<file path="src/rtl/mmio_uart_tx.sv">
// mmio_uart_tx: memory-mapped 8N1 UART transmitter with a TX FIFO and a combinational status read port.
// Define UART_TX_PARITY_EN to insert an even-parity bit, gated by CTRL bit1.
module mmio_uart_tx #(
    parameter logic [31:0] BASE_ADDR    = 32'h0000_0C00,
    parameter int          CLKS_PER_BIT = 16,
    parameter int          FIFO_DEPTH   = 4
) (
    input  logic        CLK,
    input  logic        Reset,
    input  logic        MemWrite,
    input  logic [31:0] ALUResult,
    input  logic [31:0] WriteData,
    output logic        Sel,
    output logic [31:0] ReadData,
    output logic        TX,
    output logic        TxIrq
);
    localparam int AW = $clog2(FIFO_DEPTH);
    localparam int BW = $clog2(CLKS_PER_BIT);
    localparam logic [BW-1:0] RELOAD = BW'(CLKS_PER_BIT - 1);

    typedef enum logic [2:0] {IDLE, START, DATA, STOP
`ifdef UART_TX_PARITY_EN
        , PARITY
`endif
    } state_t;

    state_t state, nstate;
    logic [BW-1:0] cnt, ncnt;
    logic [2:0] idx, nidx;
    logic [7:0] shift, nshift;
    logic [7:0] mem [FIFO_DEPTH];
    logic [AW-1:0] wr_ptr, rd_ptr;
    logic [AW:0] count, ncount;
    logic [1:0] off;
    logic wr, push_req, push_ok, pop, full, empty, start_ok, ovf, en;
    logic unused;

    assign Sel = ALUResult[31:4] == BASE_ADDR[31:4];
    assign off = ALUResult[3:2];
    assign wr = MemWrite & Sel;
    assign push_req = wr & (off == 2'd0);
    assign full = count[AW];
    assign empty = count == '0;
    assign start_ok = en & ~empty;
    // A full FIFO still accepts a byte when the FSM pops in the same cycle.
    assign push_ok = push_req & (~full | pop);
    assign ncount = count + {{AW{1'b0}}, push_ok} - {{AW{1'b0}}, pop};
    assign unused = ^{ALUResult[1:0], WriteData[31:8]};

`ifdef UART_TX_PARITY_EN
    logic par_en, par_bit;
    always_ff @(posedge CLK) begin
        if (Reset) begin
            par_en <= 1'b1;
            par_bit <= 1'b0;
        end else begin
            if (wr & (off == 2'd2)) par_en <= WriteData[1];
            if (pop) par_bit <= ^mem[rd_ptr];
        end
    end
    assign TX = state == START ? 1'b0 : state == DATA ? shift[0] : state == PARITY ? par_bit : 1'b1;
`else
    logic par_en;
    assign par_en = 1'b0;
    assign TX = state == START ? 1'b0 : state == DATA ? shift[0] : 1'b1;
`endif

    assign ReadData = !Sel ? '0 :
                      off == 2'd1 ? {24'd0, 4'(count), ovf, empty, full, state != IDLE} :
                      off == 2'd2 ? {30'd0, par_en, en} : '0;

    always_comb begin
        nstate = state;
        ncnt = cnt;
        nidx = idx;
        nshift = shift;
        pop = 1'b0;
        if (state != IDLE && cnt != '0) ncnt = cnt - 1'b1;
        else case (state)
            IDLE, STOP: begin
                nstate = start_ok ? START : IDLE;
                pop = start_ok;
                ncnt = start_ok ? RELOAD : '0;
                nshift = start_ok ? mem[rd_ptr] : shift;
            end
            START: begin
                nstate = DATA;
                ncnt = RELOAD;
                nidx = '0;
            end
            DATA: begin
                ncnt = RELOAD;
                nidx = idx + 1'b1;
                nshift = shift >> 1;
`ifdef UART_TX_PARITY_EN
                nstate = idx != 3'd7 ? DATA : par_en ? PARITY : STOP;
`else
                nstate = idx != 3'd7 ? DATA : STOP;
`endif
            end
            default: begin
                nstate = STOP;
                ncnt = RELOAD;
            end
        endcase
    end

    always_ff @(posedge CLK) begin
        if (Reset) begin
            state <= IDLE;
            cnt <= '0;
            idx <= '0;
            shift <= '0;
            wr_ptr <= '0;
            rd_ptr <= '0;
            count <= '0;
            ovf <= 1'b0;
            en <= 1'b1;
            TxIrq <= 1'b1;
        end else begin
            state <= nstate;
            cnt <= ncnt;
            idx <= nidx;
            shift <= nshift;
            count <= ncount;
            if (push_ok) wr_ptr <= wr_ptr + 1'b1;
            if (pop) rd_ptr <= rd_ptr + 1'b1;
            if (push_req & full & ~pop) ovf <= 1'b1;
            else if (wr & (off == 2'd1) & WriteData[3]) ovf <= 1'b0;
            if (wr & (off == 2'd2)) en <= WriteData[0];
            TxIrq <= (ncount == '0) && (nstate == IDLE);
        end
    end

    always_ff @(posedge CLK) if (push_ok) mem[wr_ptr] <= WriteData[7:0];
endmodule

</file>
<file path="config.mk">
export PLATFORM = sky130hd
export DESIGN_NAME = mmio_uart_tx
export DESIGN_NICKNAME = d
export VERILOG_FILES = /design/src/rtl/mmio_uart_tx.sv
export SDC_FILE = /design/constraint.sdc
export NUM_CORES = 1
export LEC_CHECK = 0
export ABC_CLOCK_PERIOD_IN_PS = 3100
export CAP_MARGIN = 40
export CORE_MARGIN = 2
export CORE_UTILIZATION = 42
export CTS_CLUSTER_DIAMETER = 100
export CTS_CLUSTER_SIZE = 20
export DETAILED_ROUTE_END_ITERATION = 12
export PLACE_DENSITY = 0.78
export RECOVER_POWER = 100
export SYNTH_ARGS = -nofsm -noshare
export SYNTH_HDL_FRONTEND = slang
export SYNTH_SLANG_ARGS = --single-unit
</file>
<file path="constraint.sdc">
create_clock -name CLK -period 3.1 [get_ports CLK]
set_input_delay 0.775 -clock CLK [delete_from_list [all_inputs] [get_ports CLK]]
set_output_delay 0.775 -clock CLK [all_outputs]
set_load 0.01 [all_outputs]
</file>
======== After elaboration in Yosys (flattened, before gate mapping) ========
Memory sizes are Yosys's and may differ from the RTL's. A register that Yosys moved wholly into a read port is not among the register bits.
Index checks and enable logic that the tools add are counted.
word-level totals
  output and inout bits ................... 35
  input port bits ......................... 67
  memory bits (writable) .................. 32
  bits in registers ....................... 28
  memories kept ........................... 1
  word-level logic and storage cells ...... 77
operators by class
  add/subtract/negate cells ............... 6
  reduce and logical (&&, ||, !) cells .... 15
  bitwise gates (word level) .............. 14
  equality and inequality tests ........... 8
  mux-type cells .......................... 23
memories
  memory  depth  width  read ports  clocked after memory_dff  wr ports  RTL line  text
  mem     4      8      1           1                         1         32        logic [7:0] mem [FIFO_DEPTH];
operators by type and width
  cell                                               number
  == test 28 x 8 -> 1 bit (second input constant)    1
  one-hot mux 8 bit (2 select lines)                 1
  2-to-1 mux 7 bit                                   2
  logical NOT 3 bit                                  4
  2-to-1 mux 4 bit                                   3
  2-to-1 mux 1 bit                                   11
  bitwise AND 1 bit                                  9
  2-to-1 mux 8 bit                                   1
  == test 3 x 2 -> 1 bit (second input constant)     2
  one-hot mux 2 bit (3 select lines)                 1
  one-hot mux 3 bit (2 select lines)                 1
  nonzero test 2 bit                                 3
  adder 2 x 1 -> 2 bit (second input constant)       2
  2-to-1 mux 2 bit                                   2
  NOT 1 bit                                          4
  nonzero test 4 bit                                 1
  subtractor 4 x 1 -> 4 bit (second input constant)  1
  adder 3 x 1 -> 3 bit                               1
  adder 3 x 1 -> 3 bit (second input constant)       1
  == test 3 x 1 -> 1 bit (second input constant)     1
  2-to-1 mux 3 bit                                   1
  inequality test 3 bit (second input constant)      1
  AND reduction 3 bit                                1
  nonzero test 3 bit                                 1
  9 further kinds                                    10

======== Logic depth before layout (Yosys ltp) ========
  depth in word-level cells ............... 11
  mapped depth ............................ 14
  mapped depth without buffers ............ 14

======== Worst setup path after synthesis ========
OpenSTA, ideal clock, no wires.
  path type ............................... input to register
  start ................................... in ALUResult[6]
  end ..................................... reg TxIrq
  slack ................................... -0.198 ns
  cell stages on the path ................. 12
  data arrival time ....................... 3.182 ns
  required time ........................... 2.984 ns
  cells stage by stage .................... nor4b_1 > nand4_2 > nor4_4 > inv_1 > ha_1 > inv_1 > ha_1 > inv_1 > fa_1 > xor2_1 > xnor2_1 > a41o_1
on the way
  cells in the longest elaborated chain, start to end .. 8
ends and longest elaborated chain
  item                       RTL line  text
  start, declared            11        input logic [31:0] ALUResult,
  == test 28 x 8 -> 1 bit    39        assign Sel = ALUResult[31:4] == BASE_ADDR[31:4];
  bitwise AND 1 bit          41        assign wr = MemWrite & Sel;
  bitwise AND 1 bit          42        assign push_req = wr & (off == 2'd0);
  bitwise AND 1 bit          47        assign push_ok = push_req & (~full | pop);
  adder 3 x 1 -> 3 bit       48        assign ncount = count + {{AW{1'b0}}, push_ok} - {{AW{1'b0}}, pop};
  subtractor 3 x 1 -> 3 bit  48
  logical NOT 3 bit          132       TxIrq <= (ncount == '0) && (nstate == IDLE);
  logical AND 1 bit          132
  end signal, assigned       132
  end, declared              16        output logic TxIrq
Every way passes these cells.
A chain may end at the register's enable or synchronous reset.

======== Final worst setup path ========
  start ................................... in ALUResult[5]
  end ..................................... out ReadData[0]
on the way
  cells in the longest elaborated chain, start to end .. 2
ends and longest elaborated chain
  item                     RTL line  text
  == test 28 x 8 -> 1 bit  39
  2-to-1 mux 7 bit         69        assign ReadData = !Sel ? '0 :
  end, declared            14        output logic [31:0] ReadData,
Every way passes these cells.

==> metrics <==
status completed; Ant. Diodes 0; Cell Pwr Density 450.2 mW/mm²; die height roughly 92 µm; synth warn 0; sequential fraction of the synthesis area 48.32%; CTS Hold Bufs 0; nets@finish ~420; initial antenna violation count 0; Leakage 1.652 nW; Gate Count Post-Synth about 270; Sink Count between 60 and 70; Iter 0 DRT Violations around 130; post-DP HPWL around 4.4 mm; vias in the first global route 2,294; clock latency on the worst-skew pair 0.34 ns; crit path kind primary input to output port; Post-DRT Antenna Nets 0; DR vias/cell around 5; routability cong. around 0.79; drt pass-1 iters 4; fraction of layout instances using a drive strength above 1 about a quarter; Setup WS post-layout about 0.073 ns; WL final between 6 and 7 mm; Min-Delay Path Depth 2; Critical Path Sink Type output port; Chip Width ~92 µm; largest net degree at the start of global routing 21; r2r setup slk 0.18 ns; Synth top area share just under 30%; synth unique cells 58; Peak supply drop around 0.00033 V; mean post-synth cell area approximately 12 µm²; Setup Viol. Count Final 0; RSZ-0062 raised after global routing no; FMAX approximately 0.33 GHz; asr flop ratio synth 0%; Seq cells post-synth 62; min-delay worst type flop to flop; reg2reg end TxIrq; CP startpoint kind primary input; H-tree Lvls 3; Yosys top cell by area edfxtp_1; Die ar. roughly 0.0084 mm²; Fin. Hold Viols 0; Worst Hold Slack ~0.5 ns; average wire per standard cell roughly 14 µm; Rows 31; clock tree from TritonCTS done; CTS Buf Count 9; Worst Hold Path EP idx[0]; # DRC 0; fin crit share roughly 98%; Core Area approximately 0.0074 mm²; Layout area overhead 28.96%; CTS clk-pin slew, worst paths 0.07 ns; first-pass GRT wire length between 10 and 15 mm; Tightest Pin Transition 1.316 ns; I/O pin cnt between 100 and 150; largest cells by area after synthesis edfxtp_1, dfxtp_1, buf_4, mux4_2, ha_1; CP arrival roughly 2.3 ns; mapped cell area roughly 0.0032 mm²; largest buffer count on any clock path 2; final global-route overflow total 0; Tot GR Track Use around 15%; worst r2r path cells 12; Synth Flop Type edfxtp_1; Post-synth EDFFs 32; Max Slew Vio Count 0; max cap viols 0; Reg-to-Reg Start state[0]; Initial Util 43.85%; WP data required ~2.3 ns; clock skew 0.006317 ns; CP max FO 4; Slew HR 12.08%; min Tclk post-route just over 3 ns; vias 2,274; Sum Neg Setup Slack 0 ns; HP Start idx[0]; worst slack, placed -0.6350 ns; port buffer count 50; Root Driver clkbuf_8
-- registers in the layout (all words and copies together), names as in the netlist, 2 cells and up, named ones only --
name    count
state       3
idx         3
shift       8
rd_ptr      2
count       3
mem        32
cnt         4
wr_ptr      2
-- final cells by class --
class | count | area, µm²
clock buffer | 9 | 123.9
clock inverter | 7 | 127.6
fill | 606 | 3202
inverter | 14 | 52.55
multi-input combinational | 180 | 1570
sequential | 62 | 1563
tap | 99 | 123.9
timing repair buffer | 77 | 606.8
-- Yosys cell counts, drive strengths merged (2+ instances only) --
master and number:
buf 33, edfxtp 32, dfxtp 30, inv 14, nor2 13, and2 10
a21oi 9, ha 9, nand2 9, o21ai 9, mux2i 8, mux4 8
nor4 8, o311a 8, clkbuf 7, nor2b 7, nor4b 6, nor3 5
nor3b 4, o31ai 4, or3 4, mux2 3, xnor2 3, a2bb2oi 2
a31oi 2, o311ai 2, o32ai 2, or3b 2, xor2 2
-- worst max-delay path, stage by stage --
cell,delay (ns)
clkdlybuf4s15_1,0.19
nor4b_4,0.32
nand4_4,0.13
buf_6,0.15
or2_2,0.32
nor2_1,0.13
clkdlybuf4s15_2,0.23
-- how the worst max path moves through the flow --
| stage | start | end | slack (ns) | cells after the start |
|---|---|---|---|---|
| 2_1_floorplan | ALUResult[19] | TxIrq | 0.02 | 12 |
| 3_3_place_gp | ALUResult[13] | TxIrq | -0.59 | 14 |
| 3_5_place_dp | ALUResult[20] | ReadData[2] | -0.63 | 6 |
| 4_1_cts | ALUResult[12] | TxIrq | 0.002 | 14 |
| 5_1_grt | ALUResult[5] | ReadData[3] | 0.004 | 7 |
| 6_report | ALUResult[5] | ReadData[0] | 0.07 | 7 |
-- placed cells by master, fill, tap and decap left out, drive strengths merged, types with 2 or more instances in the layout --
master / n
edfxtp: 32
clkbuf: 31
nor4: 8
nor3: 5
mux4: 8
o32ai: 2
dlymetal6s2s: 2
ha: 9
conb: 25
o21ai: 9
and2: 10
a2bb2oi: 2
mux2i: 8
o311a: 8
dfxtp: 30
a31oi: 2
clkdlybuf4s15: 15
a21oi: 9
nor3b: 4
nor2: 13
inv: 18
xnor2: 3
nor4b: 6
xor2: 2
o311ai: 2
bufinv: 3
dlygate4sd2: 7
buf: 19
o31ai: 4
nand2: 9
dlygate4sd3: 10
clkdlybuf4s50: 2
mux2: 3
nor2b: 7
or3b: 2
or3: 4
-- per-stage QoR --
step                      area [µm²]  std cells  power [mW]  util [%]
final                           4168        448       1.876     56.55
after global routing            4168        448       1.943     56.55
after CTS                       4285        447       1.898     58.15
after detailed placement        4004        427       1.019     54.33
after global placement          4004        427       1.016     54.33
after floorplan                 3443        296      0.9611         -
-- repair_timing --
action	CTS	global route
buffers inserted	4	2
resized for setup	64	32
endpoints found under the hold margin	0	0
endpoints found under the setup margin	10	9
pin swaps	15	16
-- cell families after synthesis --
| group | count (synthesis) | synth area share (%) |
|---|---|---|
| and+or+nand+nor | 76 | 16.03 |
| AOI/OAI and AO/OA | 45 | 11.11 |
| adders and majority gates | 10 | 4.104 |
| other | 1 | 0.1160 |
| DFF | 62 | 48.32 |
| buffers and inverters | 54 | 9.872 |
| xor gates and xnor gates | 5 | 1.355 |
| muxes | 19 | 9.098 |
-- where the power goes --
group          total [mW]  leakage (nW)  switching [mW]  internal (mW)
Clock               0.892         0.127           0.344          0.548
Sequential          0.867         0.530         0.00303          0.864
Combinational       0.117         0.995          0.0632         0.0542
Total                1.88          1.65           0.410           1.47
-- metal layers --
| layer | up-vias | share of wire (%) | track usage (%) |
|---|---|---|---|
| met1 | 1085 | 41 | 18.33 |
| li1 | 1105 | - | - |
| met4 | 0 | 1.5 | 5.721 |
| met2 | 77 | 51 | 26.47 |
| met5 | - | 0 | 0 |
| met3 | 7 | 6.1 | 4.519 |
Power figures use the tool's default switching activity.
